===== config.mk =====
export PLATFORM = sky130hd
export DESIGN_NAME = fetch
export DESIGN_NICKNAME = d
export VERILOG_FILES = /design/src/rtl/fetch.sv
export SDC_FILE = /design/constraint.sdc
export NUM_CORES = 1
export LEC_CHECK = 0
export CAP_MARGIN = 20
export CORE_MARGIN = 1
export CORE_UTILIZATION = 49
export DETAILED_ROUTE_END_ITERATION = 8
export GPL_ROUTABILITY_DRIVEN = 1
export PLACE_DENSITY = 0.88
export SETUP_SLACK_MARGIN = 0.3
export SLEW_MARGIN = 10
export SYNTH_ARGS = -nofsm -noshare
export SYNTH_HDL_FRONTEND = slang
export SYNTH_SLANG_ARGS = --single-unit
export TNS_END_PERCENT = 20

===== constraint.sdc =====
create_clock -name clk_i -period 5.2 [get_ports clk_i]
set_clock_uncertainty 0.1 [all_clocks]
set_input_delay 1.04 -clock clk_i [delete_from_list [all_inputs] [get_ports clk_i]]
set_output_delay 1.04 -clock clk_i [all_outputs]
set_load 0.01 [all_outputs]

===== src/rtl/fetch.sv =====
// Instruction-fetch stage: reads one word from instruction BRAM per request and
// hands instr/pc to decode with a one-cycle decode_en pulse. Owns next-PC.
//
// state   | meaning
// --------+---------------------------------------------------
// S_IDLE  | waiting for fetch_en_i; BRAM address holds
// S_WAIT  | BRAM read in flight, cnt_q counts down the latency
// S_ISSUE | instr_o/pc_o valid, decode_en_o high for one cycle
module fetch #(
    parameter int                  PC_WIDTH     = 19,
    parameter int                  IMEM_LATENCY = 2,
    parameter logic [PC_WIDTH-1:0] RESET_PC     = '0
) (
    input  logic                clk_i,
    input  logic                rstn_i,
    input  logic                fetch_en_i,
    input  logic                flush_i,
    input  logic                pc_we_i,
    input  logic [PC_WIDTH-1:0] pc_wdata_i,
    output logic [PC_WIDTH-1:0] imem_addr_o,
    input  logic [31:0]         imem_rdata_i,
    output logic [31:0]         instr_o,
    output logic [PC_WIDTH-1:0] pc_o,
    output logic                decode_en_o,
    output logic                busy_o
);

    localparam logic [1:0] S_IDLE  = 2'd0;
    localparam logic [1:0] S_WAIT  = 2'd1;
    localparam logic [1:0] S_ISSUE = 2'd2;
    localparam logic [2:0] LAT     = 3'(IMEM_LATENCY);

    logic [1:0]          state_q, state_d;
    logic [2:0]          cnt_q, cnt_d;
    logic [PC_WIDTH-1:0] npc_q, npc_d;
    logic [PC_WIDTH-1:0] addr_q, addr_d;
    logic [PC_WIDTH-1:0] pc_q, pc_d;
    logic [31:0]         instr_q, instr_d;
    logic                dec_q, dec_d;
    logic [PC_WIDTH-1:0] eff_pc;

    assign eff_pc = pc_we_i ? pc_wdata_i : npc_q;

    always_comb begin
        state_d = state_q;
        cnt_d   = cnt_q;
        npc_d   = npc_q;
        addr_d  = addr_q;
        pc_d    = pc_q;
        instr_d = instr_q;
        dec_d   = 1'b0;

        // A redirect always lands in npc; an accepted fetch overrides it below.
        if (pc_we_i) begin
            npc_d = pc_wdata_i;
        end

        if (flush_i) begin
            state_d = S_IDLE;
            cnt_d   = 3'd0;
        end else begin
            case (state_q)
                S_IDLE: begin
                    if (fetch_en_i) begin
                        addr_d  = eff_pc;
                        pc_d    = eff_pc;
                        npc_d   = eff_pc + 1'b1;
                        cnt_d   = LAT;
                        state_d = S_WAIT;
                    end
                end
                S_WAIT: begin
                    cnt_d = cnt_q - 3'd1;
                    if (cnt_q == 3'd1) begin
                        instr_d = imem_rdata_i;
                        dec_d   = 1'b1;
                        state_d = S_ISSUE;
                    end
                end
                S_ISSUE: begin
                    state_d = S_IDLE;
                end
                default: begin
                    state_d = S_IDLE;
                    cnt_d   = 3'd0;
                end
            endcase
        end
    end

    always_ff @(posedge clk_i or negedge rstn_i) begin
        if (!rstn_i) begin
            state_q <= S_IDLE;
            cnt_q   <= 3'd0;
            npc_q   <= RESET_PC;
            addr_q  <= RESET_PC;
            pc_q    <= '0;
            instr_q <= 32'd0;
            dec_q   <= 1'b0;
        end else begin
            state_q <= state_d;
            cnt_q   <= cnt_d;
            npc_q   <= npc_d;
            addr_q  <= addr_d;
            pc_q    <= pc_d;
            instr_q <= instr_d;
            dec_q   <= dec_d;
        end
    end

    assign imem_addr_o = addr_q;
    assign instr_o     = instr_q;
    assign pc_o        = pc_q;
    assign decode_en_o = dec_q;
    assign busy_o      = (state_q != S_IDLE);

endmodule

* Word-level counts from Yosys, hierarchy flattened *
Index checks and enable logic that the tools add are counted.

word-level totals
  register bits = 76
  bits in latches = 0
  bits in writable memories = 0
  memory bits (read-only) = 0
  input bits = 56
  output and inout port bits = 72
  word-level logic and storage cells = 35
  memories = 0

operators by class
  add/subtract/negate cells = 2
  multiply operators = 0
  divide/modulo/power cells = 0
  $lt $le $gt $ge = 0
  equal/unequal tests = 6
  shift operators = 0
  mux-type cells = 14
  bitwise operators = 1
  reductions and logical operators = 6

operators by type and width
  cell                                              number
  2-to-1 mux 19 bit                                 4
  adder 19 x 1 -> 19 bit, second input constant     1
  one-hot mux 3 bit (3 select lines)                1
  2-to-1 mux 2 bit                                  3
  2-to-1 mux 3 bit                                  2
  != test 3 bit, second input constant              2
  AND reduction 3 bit                               2
  one-hot mux 2 bit (2 select lines)                1
  AND reduction 2 bit                               2
  == test 3 x 1 -> 1 bit, second input constant     1
  2-to-1 mux 1 bit                                  3
  subtractor 3 x 1 -> 3 bit, second input constant  1
  == test 2 x 1 -> 1 bit, second input constant     1
  == test 2 bit, second input constant              1
  logical NOT 2 bit                                 1
  != test 2 bit, second input constant              1
  nonzero test 2 bit                                1
  NOT 1 bit                                         1

* Depth between registers and ports, before layout *
  depth after elaboration = 5
  depth in mapped cells = 11
  gate-level depth less buffers = 7

* Worst setup path before layout *
OpenSTA, ideal clock, no wires.

  path kind = input to register
  from = input pc_we_i
  to = register npc_q[16]
  setup time = 0.080 ns
  data arrival time = 3.164 ns
  required time = 5.020 ns
  setup slack = 1.856 ns
  cell stages on the path = 11
  buffers on the path = 4
  path through = buf_2 > buf_1 > buf_2 > buf_2 > mux2i_1 > inv_1 > ha_1 > inv_1 > a2111oi_4 > nor4b_2 > xnor2_1

between the ends
  cells in the longest elaborated chain, start to end = 5

RTL lines
  what                    line  text
  start, declared         18    input logic pc_we_i,
  2-to-1 mux 19 bit       42    assign eff_pc = pc_we_i ? pc_wdata_i : npc_q;
  named net eff_pc[1]     40    logic [PC_WIDTH-1:0] eff_pc;
  adder 19 x 1 -> 19 bit  67    npc_d = eff_pc + 1'b1;
  2-to-1 mux 19 bit       64    if (fetch_en_i) begin
  2-to-1 mux 19 bit       62    case (state_q)
  2-to-1 mux 19 bit       58    if (flush_i) begin
  named net npc_d[16]     35    logic [PC_WIDTH-1:0] npc_q, npc_d;
  end signal, assigned    103   npc_q <= npc_d;
  end, declared           35

The timed path passes the listed nets, and every way through them passes these cells.
A chain may end at the register's enable or synchronous reset.

* Worst setup path after layout *
  from = input flush_i
  to = register npc_q[16]

between the ends
  cells in the longest elaborated chain, start to end = 1

RTL lines
  what                 line  text
  start, declared      17    input logic flush_i,
  2-to-1 mux 19 bit    58
  named net npc_d[16]  35

The timed path passes the listed nets, and every way through them passes these cells.

==> summary.txt <==
Status
  • Status: finished clean

Power and ir drop
  • Design Power: between 0.0015 and 0.002 W
  • Leak pwr: around 2.1 nW
  • Power per cell area: approximately 380 nW/um^2
  • Maximum vdd drop: between 0.2 and 0.3 mV

Global routing
  • Congestion Overflow GR: 0
  • GRT Total Usage: around 23%
  • Initial antenna violation count: 0
  • First-pass GRT wire length: between 10000 and 15000 um
  • Vias in the first global route: ~2800
  • Largest net degree at the start of global routing: 77

Hold path
  • Worst hold path startpoint: instr_o[6]
  • Hold Crit Class: reg2reg

Timing
  • RSZ-0062 raised after global routing: false
  • Slew Limit Headroom: between 30% and 40%
  • Max Slew Vio Count: 0
  • Setup TNS: 0 ns
  • Tmin final: approximately 3.2 ns
  • Final Hold Vio Count: 0
  • Worst-Margin Slew: 0.959 ns
  • Final Cycle Share: 61.0%
  • Final setup vio count: 0
  • Peak Freq: around 320 MHz

Synth
  • Average size of a mapped cell: 11.7 um^2
  • Commonest cells in the netlist: 76 x dfrtp_1, 32 x mux2_2, 27 x nand2_1
  • Synth Instances: between 300 and 400
  • Main flop type after synthesis: dfrtp_1
  • FFs w/ async S/R, synth: 100%
  • Synth area leaders: dfrtp_1 53%, mux2_2 10%, mux2i_1 5.0%
  • Netlist cell types: 40
  • Mapped Nets: ~370
  • Post-Syn Area: between 3000 and 4000 um^2
  • Count leader, synth: dfrtp_1
  • Yosys reg bits: 76
  • Yosys top cell area share: between 50% and 60%
  • Yosys warns: 0
  • Post-synthesis sequential area ratio: 52.7%
  • Post-synth top area cell: dfrtp_1
  • EDFF count, synth: 0

Critical path
  • CP arrival: ~3.3 ns
  • Slowest stage cell, crit path: or4b_4
  • Setup crit start: flush_i
  • Cell family with most CP delay: simple AND/OR/NAND/NOR gates
  • CP startpoint kind: input pin
  • RR Startpoint: state_q[0]
  • Worst Path Max Fanout: 42
  • CP Capture Type: flop
  • CP cell instances: clkdlybuf4s50_1 -> or4b_4 -> a2111oi_4 -> nor4b_2 -> xnor2_1
  • Worst Path Buf+Inv: 1
  • Crit path kind: in2reg
  • Required time worst endpoint: roughly 5.4 ns
  • Max stage delay on crit path: about 0.75 ns

Detailed routing
  • Vias per cell: ~5.3
  • DR iter-0 viols: approximately 120
  • Via count: between 2000 and 3000
  • DRT Wirelength: 8430 um
  • Wire length per cell: 16.4 um
  • Drt pass-1 iters: 4
  • Detail Route Antenna Nets: 0
  • Remaining DRCs: 0

Finish
  • Area growth syn-to-layout: 39.0%
  • Register area: 1900 um^2
  • Final Util: ~72%
  • Final cell count without fillers: ~500
  • Area of the multi-input gates: ~1500 um^2
  • # diodes: 0
  • Nets: roughly 470
  • Filler instances: 460
  • Share of cells above drive strength 1: 13.6%

Clocking
  • H-tree depth: 3
  • Sink Count: between 70 and 80
  • Clock-pin slew on the worst setup and hold paths: about 0.08 ns
  • Root Driver: clkbuf_8
  • Clock insertion delay at the later pin of the skew report: around 0.34 ns
  • # hold bufs at CTS: 0
  • CTS tree: done
  • Post-CTS Repair Setup Buffers: 0
  • CTS max path bufs: 2
  • CTS buffer count: 9
  • Post-CTS Resized: 0

Floorplanning
  • IO Pins: between 100 and 150
  • Die Y: 87.8 um
  • Chip width: between 80 and 90 um
  • DIE AREA: about 7700 um^2
  • Core area: 6940 um^2
  • Initial Utilization: 51.9%
  • Cell Rows: 30

Flow run
  • Maxcap violations: 0

Placed design
  • Dpl cells: between 400 and 500
  • DP HPWL: roughly 6000 um
  • RD Place Congestion: just over 0.8
  • I/O Buffers: around 130
==> path summary, 6_finish.rpt <==
| check | endpoint | slack [ns] | cells past startpoint |
|---|---|---|---|
| worst min-delay path | instr_o[6] | 0.39 | 1 |
| worst max-delay path | npc_q[16] | 2.03 | 5 |
| min in group asynchronous | pc_o[5] | 0.75 | 1 |
| worst min register to register | instr_o[6] | 0.39 | 1 |
| max in group asynchronous | npc_q[9] | 3.64 | 1 |
| worst max register to register | npc_q[16] | 2.80 | 4 |
==> per-layer routing <==
layer	part of all wire (%)	vias to the layer above	track usage [%]	routed length [um]
met4	1.1	0	7.60	92
met3	11	11	10.6	956
met1	41	1325	26.8	3480
met5	0	-	0	0
li1	-	1267	-	-
met2	46	143	36.6	3900
==> placed cells by master (no fill, tap or decap), drive strengths merged <==
cell type	count
nand3	11
xor2	11
nor2	7
a21oi	7
nand2	27
nor4b	3
mux2i	18
o221ai	1
and3	3
nand3b	6
nor3	4
ha	3
and4bb	1
mux2	35
bufinv	2
or4b	1
a221o	1
nand4	5
inv	7
or2	1
a222oi	1
nor2b	3
and3b	2
a22o	1
a2111oi	1
nand4b	2
buf	3
nand2b	3
a22oi	2
a32o	1
o21ai	20
dfrtp	76
clkinv	2
clkdlybuf4s50	125
a211oi	1
xnor2	9
clkinvlp	1
o22a	1
clkbuf	11
==> layout make-up <==
type	instances	share of cell area, %
flip-flops and latches	76	37.9
repair buffers	129	25.5
clock inverters	6	1.72
well taps	96	2.40
multi-input cells	192	29.3
inverters	6	0.449
clock buffers	10	2.75
==> per-stage QoR <==
stage / setup WS, ns / hold slack, ns / instance area, um^2
2_1_floorplan: 1.86 / 0.380 / 3610
3_3_place_gp: 1.76 / 0.368 / 4780
3_5_place_dp: 1.71 / 0.377 / 4780
4_1_cts: 2.08 / 0.393 / 5010
5_1_grt: 1.93 / 0.408 / 5010
6_report: 2.03 / 0.393 / 5010
==> logic make-up after synthesis <==
kind of cell	Yosys count	share of synthesized area [%]
xor gates and xnor gates	20	4.86
AOI/OAI and AO/OA	37	6.70
and+or+nand+nor	79	12.1
muxes	53	15.9
adders and majority gates	3	1.04
DFF	76	52.7
buffers and inverters	39	6.66
==> power breakdown <==
group	internal, W	total [W]	switching, W
Combinational	0.000371	0.000618	0.000247
Clock	0.000283	0.000501	0.000218
Sequential	0.000721	0.000805	0.0000841
Total	0.00137	0.00192	0.000549
==> state kept, by name, summed over array words and instances, names as in the netlist <==
name	cells
cnt_q	3
decode_en_o	1
pc_o	19
state_q	2
npc_q	19
instr_o	32
Power figures use the tool's default switching activity.
